`config.mk`:
```
export PLATFORM = sky130hd
export DESIGN_NAME = serial_adder
export DESIGN_NICKNAME = d
export VERILOG_FILES = /design/src/rtl/serial_adder.sv
export SDC_FILE = /design/constraint.sdc
export NUM_CORES = 1
export LEC_CHECK = 0
export CELL_PAD_IN_SITES_DETAIL_PLACEMENT = 0
export CELL_PAD_IN_SITES_GLOBAL_PLACEMENT = 1
export CORE_MARGIN = 4
export CORE_UTILIZATION = 46
export CTS_BUF_LIST = sky130_fd_sc_hd__clkbuf_4
export DETAILED_ROUTE_END_ITERATION = 7
export PLACE_DENSITY = 0.84
export SLEW_MARGIN = 20
export SYNTH_ARGS = -nofsm -noshare
export SYNTH_HDL_FRONTEND = slang
export SYNTH_SLANG_ARGS = --single-unit
```
`constraint.sdc`:
```
create_clock -name clk -period 3.6 [get_ports clk]
set_input_delay 0.72 -clock clk [delete_from_list [all_inputs] [get_ports clk]]
set_output_delay 0.72 -clock clk [all_outputs]
set_load 0.01 [all_outputs]
```
`src/rtl/serial_adder.sv`:
```
// Multi-cycle adder/subtractor: BITS_PER_CYCLE bits per clock, LSB first, registered carry.
// Results land on sum/cout/ovf only at the completing edge and hold until the next completion.

module sa_fa_cell (
  input  logic a,
  input  logic b,
  input  logic ci,
  output logic s,
  output logic co
);
  assign s  = a ^ b ^ ci;
  assign co = (a & b) | (ci & (a ^ b));
endmodule

module serial_adder #(
  parameter int WIDTH          = 8,
  parameter int BITS_PER_CYCLE = 1
) (
  input  logic             clk,
  input  logic             rst,
  input  logic             start,
  input  logic             sub,
  input  logic [WIDTH-1:0] a,
  input  logic [WIDTH-1:0] b,
  input  logic             cin,
  output logic             ready,
  output logic             busy,
  output logic             done,
  output logic [WIDTH-1:0] sum,
  output logic             cout,
  output logic             ovf
);
  localparam int BPC = BITS_PER_CYCLE;
  localparam int N   = WIDTH / BPC;
  localparam int CW  = $clog2(N + 1);
  localparam logic [CW-1:0] LAST_CNT = CW'(N - 1);

  if (WIDTH < 2) begin : g_bad_width
    $error("serial_adder: WIDTH must be at least 2");
  end
  if (BPC < 1 || (WIDTH % BPC) != 0) begin : g_bad_bpc
    $error("serial_adder: BITS_PER_CYCLE must divide WIDTH evenly");
  end

  typedef enum logic [1:0] {S_IDLE, S_RUN, S_DONE} state_t;

  typedef struct packed {
    logic [WIDTH-1:0] a;
    logic [WIDTH-1:0] b;
    logic             ci;
  } op_t;

  state_t           state, state_nxt;
  op_t              op_ld;
  logic             accept, last;
  logic [WIDTH-1:0] a_sh, b_sh, res_nxt;
  logic             carry;
  logic [CW-1:0]    cnt;
  logic [BPC-1:0]   ch_s;
  logic [BPC:0]     ch_c;

  // Subtract is a + ~b + 1, so the inversion and the forced carry happen at load time.
  assign op_ld  = '{a: a, b: (sub ? ~b : b), ci: (sub | cin)};
  assign accept = start & ready;
  assign last   = (state == S_RUN) && (cnt == LAST_CNT);

  // ---------------- FSM ----------------
  always_ff @(posedge clk or posedge rst) begin
    if (rst) state <= S_IDLE;
    else     state <= state_nxt;
  end

  always_comb begin
    state_nxt = state;
    case (state)
      S_IDLE:  state_nxt = accept ? S_RUN : S_IDLE;
      S_RUN:   state_nxt = last   ? S_DONE : S_RUN;
      S_DONE:  state_nxt = accept ? S_RUN : S_IDLE;
      default: state_nxt = S_IDLE;
    endcase
  end

  always_comb begin
    ready = 1'b0;
    busy  = 1'b0;
    done  = 1'b0;
    case (state)
      S_IDLE: ready = 1'b1;
      S_RUN:  busy  = 1'b1;
      S_DONE: begin
        ready = 1'b1;
        done  = 1'b1;
      end
      default: ready = 1'b0;
    endcase
  end

  // ---------------- chunk adder ----------------
  assign ch_c[0] = carry;
  for (genvar i = 0; i < BPC; i++) begin : g_lane
    sa_fa_cell u_fa (
      .a  (a_sh[i]),
      .b  (b_sh[i]),
      .ci (ch_c[i]),
      .s  (ch_s[i]),
      .co (ch_c[i+1])
    );
  end

  // The result register only needs the chunks already produced; the last chunk goes straight to sum.
  if (N == 1) begin : g_res_single
    assign res_nxt = ch_s;
  end else begin : g_res_shift
    logic [WIDTH-BPC-1:0] res_sh;
    assign res_nxt = {ch_s, res_sh};
    always_ff @(posedge clk or posedge rst) begin
      if (rst)                 res_sh <= '0;
      else if (state == S_RUN) res_sh <= res_nxt[WIDTH-1:BPC];
    end
  end

  // ---------------- datapath ----------------
  always_ff @(posedge clk or posedge rst) begin
    if (rst) begin
      a_sh  <= '0;
      b_sh  <= '0;
      carry <= 1'b0;
      cnt   <= '0;
      sum   <= '0;
      cout  <= 1'b0;
      ovf   <= 1'b0;
    end else if (accept) begin
      a_sh  <= op_ld.a;
      b_sh  <= op_ld.b;
      carry <= op_ld.ci;
      cnt   <= '0;
    end else if (state == S_RUN) begin
      a_sh  <= a_sh >> BPC;
      b_sh  <= b_sh >> BPC;
      carry <= ch_c[BPC];
      cnt   <= cnt + CW'(1);
      if (last) begin
        sum  <= res_nxt;
        cout <= ch_c[BPC];
        ovf  <= ch_c[BPC] ^ ch_c[BPC-1];
      end
    end
  end
endmodule

```
==> results of run 1 <==
cell usage after synthesis:
library cell | number | area (um^2)
sky130_fd_sc_hd__a22o_1 | 10 | 87.58
sky130_fd_sc_hd__buf_6 | 2 | 22.52
sky130_fd_sc_hd__xnor2_1 | 2 | 17.52
sky130_fd_sc_hd__fa_1 | 1 | 20.02
sky130_fd_sc_hd__and2b_1 | 1 | 7.510
sky130_fd_sc_hd__nand4_1 | 1 | 6.260
sky130_fd_sc_hd__nor2_1 | 4 | 15.01
sky130_fd_sc_hd__a221o_1 | 3 | 30.03
sky130_fd_sc_hd__nor2_2 | 1 | 6.260
sky130_fd_sc_hd__o21ai_0 | 2 | 10.01
sky130_fd_sc_hd__ha_1 | 1 | 12.51
sky130_fd_sc_hd__nor2b_2 | 1 | 8.760
sky130_fd_sc_hd__nor2b_1 | 1 | 6.260
sky130_fd_sc_hd__a21o_1 | 7 | 52.55
sky130_fd_sc_hd__xor2_1 | 7 | 61.31
sky130_fd_sc_hd__nand2_1 | 9 | 33.78
sky130_fd_sc_hd__buf_2 | 5 | 25.02
sky130_fd_sc_hd__mux2i_1 | 7 | 70.07
sky130_fd_sc_hd__dfrtp_1 | 40 | 1001
sky130_fd_sc_hd__mux2_2 | 19 | 214.0
sky130_fd_sc_hd__o21ai_1 | 4 | 20.02
sky130_fd_sc_hd__inv_1 | 2 | 7.510
sky130_fd_sc_hd__nand2b_1 | 1 | 6.260
sky130_fd_sc_hd__buf_4 | 1 | 7.510
sky130_fd_sc_hd__nor4_4 | 1 | 21.27
logic make-up after synthesis:
kind of cell	count (synthesis)
flops	40
simple gates	20
compound gates	26
xor+xnor	9
mux	26
buf+inv	10
fa+ha+maj	2
metrics by stage:
stage | power, mW | std cells
6_report | 1.876 | 217
5_1_grt | 2.017 | 217
4_1_cts | 1.903 | 217
3_5_place_dp | 1.607 | 209
3_3_place_gp | 1.563 | 209
2_1_floorplan | 1.345 | 133
flip-flops by register name, indices dropped and copies added (netlist names):
name	cells
carry	1
g_res_shift.res_sh	7
sum	8
ovf	1
b_sh	8
cnt	4
a_sh	8
state	2
cout	1
worst max-delay path, stage by stage (launching register included):
cell,delay (ns)
sky130_fd_sc_hd__dfrtp_1,0.45
sky130_fd_sc_hd__nor2b_1,0.15
sky130_fd_sc_hd__clkdlybuf4s50_1,0.54
power by group through the flow:
stage               clock (mW)  combinational (mW)  sequential [mW]
finish                   0.296               0.784            0.797
global route             0.323               0.865            0.828
CTS                      0.302               0.801            0.800
detailed placement           0               0.797            0.809
global placement             0               0.765            0.798
floorplan                    0               0.546            0.799
worst max-delay path by stage:
stage | to | slack, ns | cells past startpoint | from
floorplan | a_sh[0] | 1.96 | 1 | rst
global placement | cnt[0] | 1.36 | 4 | start
detailed placement | cnt[0] | 1.30 | 4 | start
CTS | done | 1.38 | 2 | state[1]
global route | done | 1.33 | 2 | state[1]
finish | done | 1.41 | 2 | state[1]
layer usage:
metal	share of wire (%)	vias up	track usage, %	routed length [um]
met4	1.1	0	3.830	34
met2	51	23	23.82	1604
met5	0	-	0	0
met3	4.6	4	4.604	143
met1	43	570	16.43	1335
li1	-	537	-	-
area by class of cell:
class	instances	area, um^2
Clock inverter	2	35.03
Fill cell	322	1480
Sequential cell	40	1001
Clock buffer	6	45.04
Tap cell	48	60.06
Multi-Input combinational cell	83	706.9
Timing Repair Buffer	36	352.8
Inverter	2	7.507
==> impl_summary.log, run 1 <==
[metrics] outcome: finished, final reports clean
[metrics] path class of the lowest-slack min-delay path: reg2reg
[metrics] total CTS buffers: 5
[metrics] Worst R2R Start: cnt[0]
[metrics] buffers inserted during post-CTS setup optimization: 0
[metrics] total iterations of the first detailed-routing run: 3
[metrics] Total Routed Length: 3117 um
[metrics] post-synthesis xor/xnor area fraction: 4.452%
[metrics] count of cell types in the netlist: 25
[metrics] share of layout cells above drive strength 1: 19.53%
[metrics] arrival time at the worst endpoint: 1.47 ns
[metrics] largest net degree at the start of global routing: 41
[metrics] slew at the pin with the worst max-slew slack: 0.7082 ns
[metrics] biggest fanout along the worst timing path: 3
[metrics] Critical Path Start Type: register
[metrics] antenna violation net count after detailed routing: 0
[metrics] fraction of power spent switching nets: 32.44%
[metrics] number of vias after detailed routing: 1134
[metrics] Final period util: 60.95%
[metrics] count of boundary I/O pins: 34
[metrics] part of the Yosys area used for sequential elements: 56.54%
[metrics] max-cap viol count: 0
[metrics] Via-to-Cell Ratio: 5.226
[metrics] wire length of the first global-routing pass: 5388 um
[metrics] sequential power share: 42.5%
[metrics] fmax: 455.7 MHz
[metrics] quantity of I/O buffers inserted on ports: 33
[metrics] relative contribution of the clock network to total power: 15.8%
[metrics] endpoint required time on the critical path: 2.88 ns
[metrics] post-layout util: 59.87%
[metrics] Congestion Overflow GR: 0
[metrics] GRT Total Usage: 13.82%
[metrics] hold-critical path depth: 1
[metrics] net load switching power: 608.6 uW
[metrics] Hold Startpoint: a_sh[4]
[metrics] RSZ-0062 raised after global routing: no
[metrics] Initial Util: 48.00%
[metrics] Finished Cell Area: 2208 um^2
[metrics] CTS Hold Buffers Added: 0
[metrics] total power per unit cell area: 849.5 nW/um^2
[metrics] H-tree levels: 2
[metrics] number of synthesized register bits: 40
[metrics] Adder-Cell Fraction of Synth Area: 1.837%
[metrics] reg-to-reg critical path endpoint: sum[4]
[metrics] worst rel slew slack: 52.43%
[metrics] final weighted congestion in routability-driven placement: 0.7430
[metrics] TritonCTS clock tree: built
[metrics] capturing element type of the critical path: output port
[metrics] # nets final: 191
[metrics] core outline area: 3689 um^2
[metrics] area of the mapped netlist: 1770 um^2
[metrics] most common library cell in the layout ignoring fill and taps: sky130_fd_sc_hd__dfrtp_1
[metrics] area share of and/or/nand/nor cells after synthesis: 6.290%
[metrics] nets in the synthesized netlist: 156
[metrics] DIE AREA: 4906 um^2
[metrics] Yosys Warn Count: 0
[metrics] row cnt: 22
[metrics] Final TNS setup: 0 ns
[metrics] dominant combinational cell family by area after synthesis: multiplexers
[metrics] Synth Area in Compound Gates: 11.31%
[metrics] Worst Skew: 0.01126 ns
[metrics] Die Wd: 70.04 um
[metrics] number of endpoints failing setup at the final stage: 0
[metrics] worst min-delay path endpoint: a_sh[4]
[metrics] cell internal power dissipation: 1.267 mW
[metrics] vias in the first global route: 1186
[metrics] post-detailed-placement cell area: 2128 um^2
[metrics] length in cells of the worst reg-to-reg path: 4
[metrics] max-slew violation count: 0
[metrics] Final min period: 2.194 ns
[metrics] part of the total power dissipated in combinational logic: 41.8%
[metrics] detailed-route wire length per cell: 14.36 um
[metrics] leakage component of the power: 1.028 nW
[metrics] clock transition time at the flip-flop clock pins of the worst setup and hold paths: 0.11 ns
[metrics] final-report hold violation count: 0
[metrics] Clock Sink Count: 40
[metrics] slack of the worst reg-to-reg path: 1.81 ns
[metrics] initial antenna violation count: 0
[metrics] Detail Placement HPWL: 2238 um
[metrics] worst path setup slack after routing: 1.406 ns
[metrics] Avg Cell Area, Syn: 13.31 um^2
[metrics] minimum setup slack after placement: 1.298 ns
[metrics] number of gates resized after CTS: 0
[metrics] peak supply drop: 0.4344 mV
[metrics] count of antenna diodes in the layout: 0
[metrics] count of routing violations after the opening detailed-route iteration: 50
[metrics] drc violations: 0
[metrics] most used cells in the layout excluding fill and tap cells: sky130_fd_sc_hd__dfrtp_1, sky130_fd_sc_hd__clkdlybuf4s50_1, sky130_fd_sc_hd__mux2_2
[metrics] post-synthesis mux area share: 16.04%
[metrics] height of the chip: 70.04 um
[metrics] maximum number of buffers from clock root to sink: 2
[metrics] source-to-sink clock delay at the later pin of the worst-skew pair: 0.34 ns
[metrics] master cell of the clock root buffer: sky130_fd_sc_hd__clkbuf_4
[metrics] final-layout worst hold slack: 0.4920 ns
[metrics] class of the most critical setup path: reg2out
[metrics] Area growth, synth to finish: 24.74%
[metrics] cell count after synthesis: 133
Power figures use the tool's default switching activity.
==> inputs of run 2 (changes only) <==
Settings changed: CORE_UTILIZATION 46 to 39, PLACE_DENSITY 0.84 to 0.76.
Clock period 3.6 ns to 1.9 ns, I/O delays scaled along.
==> run 2 against run 1 <==
  * Critical path depth unchanged
  * Largest power group unchanged
  * Final cell count increased by 2.8%
  * Routed wire length increased by 1.8%
  * First-iteration DRC count increased by 28%
  * Highest routed layer unchanged
  * Hold slack got worse by 0.026 ns
  * Clock power increased by 26%
  * Die area increased by 16%
  * Critical endpoint unchanged
  * Largest cell class unchanged
  * Clock skew decreased by 0.0012 ns
  * Clock-buffer cell count decreased by 1
==> impl_summary.log, run 2 (synthesized netlist as in run 1, its figures left out) <==
[metrics] biggest fanout along the worst timing path: 5
[metrics] Via-to-Cell Ratio: 5.022
[metrics] leakage component of the power: 1.037 nW
[metrics] initial antenna violation count: 0
[metrics] RSZ-0062 raised after global routing: no
[metrics] clock transition time at the flip-flop clock pins of the worst setup and hold paths: 0.10 ns
[metrics] most common library cell in the layout ignoring fill and taps: sky130_fd_sc_hd__dfrtp_1
[metrics] post-layout util: 50.23%
[metrics] final-report hold violation count: 0
[metrics] peak supply drop: 0.5541 mV
[metrics] count of routing violations after the opening detailed-route iteration: 64
[metrics] registers with the most flip-flops: a_sh x8, b_sh x8, sum x8
[metrics] CTS Hold Buffers Added: 0
[metrics] endpoint required time on the critical path: 1.52 ns
[metrics] final-layout worst hold slack: 0.4660 ns
[metrics] Final min period: 1.789 ns
[metrics] DIE AREA: 5681 um^2
[metrics] source-to-sink clock delay at the later pin of the worst-skew pair: 0.33 ns
[metrics] outcome: finished, final reports clean
[metrics] most used cells in the layout excluding fill and tap cells: sky130_fd_sc_hd__dfrtp_1, sky130_fd_sc_hd__clkdlybuf4s50_1, sky130_fd_sc_hd__mux2_2
[metrics] cell-by-cell trace of the critical path: nor2b_1 -> clkdlybuf4s50_1
[metrics] largest net degree at the start of global routing: 41
[metrics] share of layout cells above drive strength 1: 19.30%
[metrics] placed cell count: 215
[metrics] Die Wd: 75.38 um
[metrics] drc violations: 0
[metrics] final weighted congestion in routability-driven placement: 0.6790
[metrics] TritonCTS clock tree: built
[metrics] vias in the first global route: 1124
[metrics] total CTS buffers: 5
[metrics] count of antenna diodes in the layout: 0
[metrics] Worst Skew: 0.01002 ns
[metrics] slack of the worst reg-to-reg path: 0.23 ns
[metrics] slowest cell on the critical path: sky130_fd_sc_hd__clkdlybuf4s50_1
[metrics] wire length of the first global-routing pass: 5354 um
[metrics] number of endpoints failing setup at the final stage: 0
[metrics] max-slew violation count: 0
[metrics] capturing element type of the critical path: output port
[metrics] core outline area: 4384 um^2
[metrics] Congestion Overflow GR: 0
[metrics] Cell Count, Final, Fillers Out: 223
[metrics] Initial Util: 40.38%
[metrics] Clock Sink Count: 40
[metrics] max-cap viol count: 0
[metrics] minimum setup slack after placement: 0.1346 ns
[metrics] arrival time at the worst endpoint: 1.41 ns
[metrics] fmax: 559.1 MHz
[metrics] quantity of I/O buffers inserted on ports: 33
[metrics] Crit path largest cell delay: 0.54 ns
[metrics] Critical Path Start Type: register
[metrics] Detail Placement HPWL: 2250 um
[metrics] master cell of the clock root buffer: sky130_fd_sc_hd__clkbuf_4
[metrics] height of the chip: 75.38 um
[metrics] maximum number of buffers from clock root to sink: 2
[metrics] H-tree levels: 2
[metrics] number of vias after detailed routing: 1120
[metrics] path class of the lowest-slack min-delay path: in2async
[metrics] worst rel slew slack: 61.41%
[metrics] antenna violation net count after detailed routing: 0
[metrics] class of the most critical setup path: reg2out
[metrics] # nets final: 194
[metrics] Area growth, synth to finish: 24.38%
[metrics] count of boundary I/O pins: 34
[metrics] Total Routed Length: 3173 um
[metrics] worst path setup slack after routing: 0.1115 ns
[metrics] GRT Total Usage: 12.60%
[metrics] total power per unit cell area: 1527 nW/um^2
[metrics] slew at the pin with the worst max-slew slack: 0.5782 ns
[metrics] Final period util: 94.13%
[metrics] detailed-route wire length per cell: 14.23 um
[metrics] Final TNS setup: 0 ns
[metrics] total iterations of the first detailed-routing run: 4
[metrics] row cnt: 24
## run 2: cell types whose count changed in the layout (fill, tap and decap cells not counted)
cell / previous run / this run
sky130_fd_sc_hd__bufinv_16: 1 / 0
sky130_fd_sc_hd__dlymetal6s2s_1: 0 / 1
sky130_fd_sc_hd__clkbuf_4: 6 / 5
sky130_fd_sc_hd__buf_4: 3 / 6
sky130_fd_sc_hd__clkinv_2: 1 / 0
sky130_fd_sc_hd__dlygate4sd2_1: 0 / 1
sky130_fd_sc_hd__clkinv_1: 0 / 2
sky130_fd_sc_hd__clkdlybuf4s50_1: 33 / 31
## run 2: critical path: cells and delay by family, from the launching register on
| family | cells | cell delay [ns] |
|---|---|---|
| buffers and inverters | 1 | 0.54 |
| AND/OR/NAND/NOR | 1 | 0.12 |
| flip-flops | 1 | 0.42 |
## run 2: worst paths after layout
check,from,depth (start not counted),to
worst max-delay path,state[0],2,done
worst min-delay path,rst,3,sum[5]
worst max register to register,state[0],4,cnt[0]
worst min register to register,a_sh[1],1,a_sh[1]
max in group asynchronous,rst,3,g_res_shift.res_sh[1]
min in group clk,a_sh[1],1,a_sh[1]
## run 2: final cells by class
| type | count | area, um^2 |
|---|---|---|
| Timing Repair Buffer | 39 | 376.6 |
| Inverter | 2 | 7.507 |
| Tap cell | 52 | 65.06 |
| Multi-Input combinational cell | 83 | 706.9 |
| Clock buffer | 5 | 37.54 |
| Fill cell | 403 | 2182 |
| Clock inverter | 2 | 7.507 |
| Sequential cell | 40 | 1001 |
## run 2: what timing repair did
action / in CTS / in global routing
endpoints found under the setup margin: 1 / 2
gates resized for setup: 1 / 1
buffers inserted: 0 / 1
## run 2: per-layer routing
layer	vias up	part of all wire, %	GRT usage (%)
met4	0	0.60	3.495
met5	-	0	0
met2	28	49	19.94
met3	2	5.2	4.881
li1	552	-	-
met1	538	45	16.19
## run 2: per-stage QoR
| stage | area, um^2 | total power, mW |
|---|---|---|
| finish | 2202 | 3.362 |
| global route | 2202 | 3.647 |
| CTS | 2192 | 3.433 |
| detailed placement | 2148 | 3.051 |
| global placement | 2148 | 2.973 |
| floorplan | 1770 | 2.547 |
## run 2: power by group
group | total, mW | leakage, nW | switching [mW] | internal (mW)
clock | 0.373 | 0.0261 | 0.244 | 0.129
sequential | 1.50 | 0.496 | 0.247 | 1.25
combinational | 1.49 | 0.515 | 0.628 | 0.862
total | 3.36 | 1.04 | 1.12 | 2.24
==> inputs of run 3 (changes only) <==
Settings changed: CTS_CLUSTER_DIAMETER set to 40.
==> results of run 3 <==
The final DEF is identical to that of run 2; final timing and power are the same.
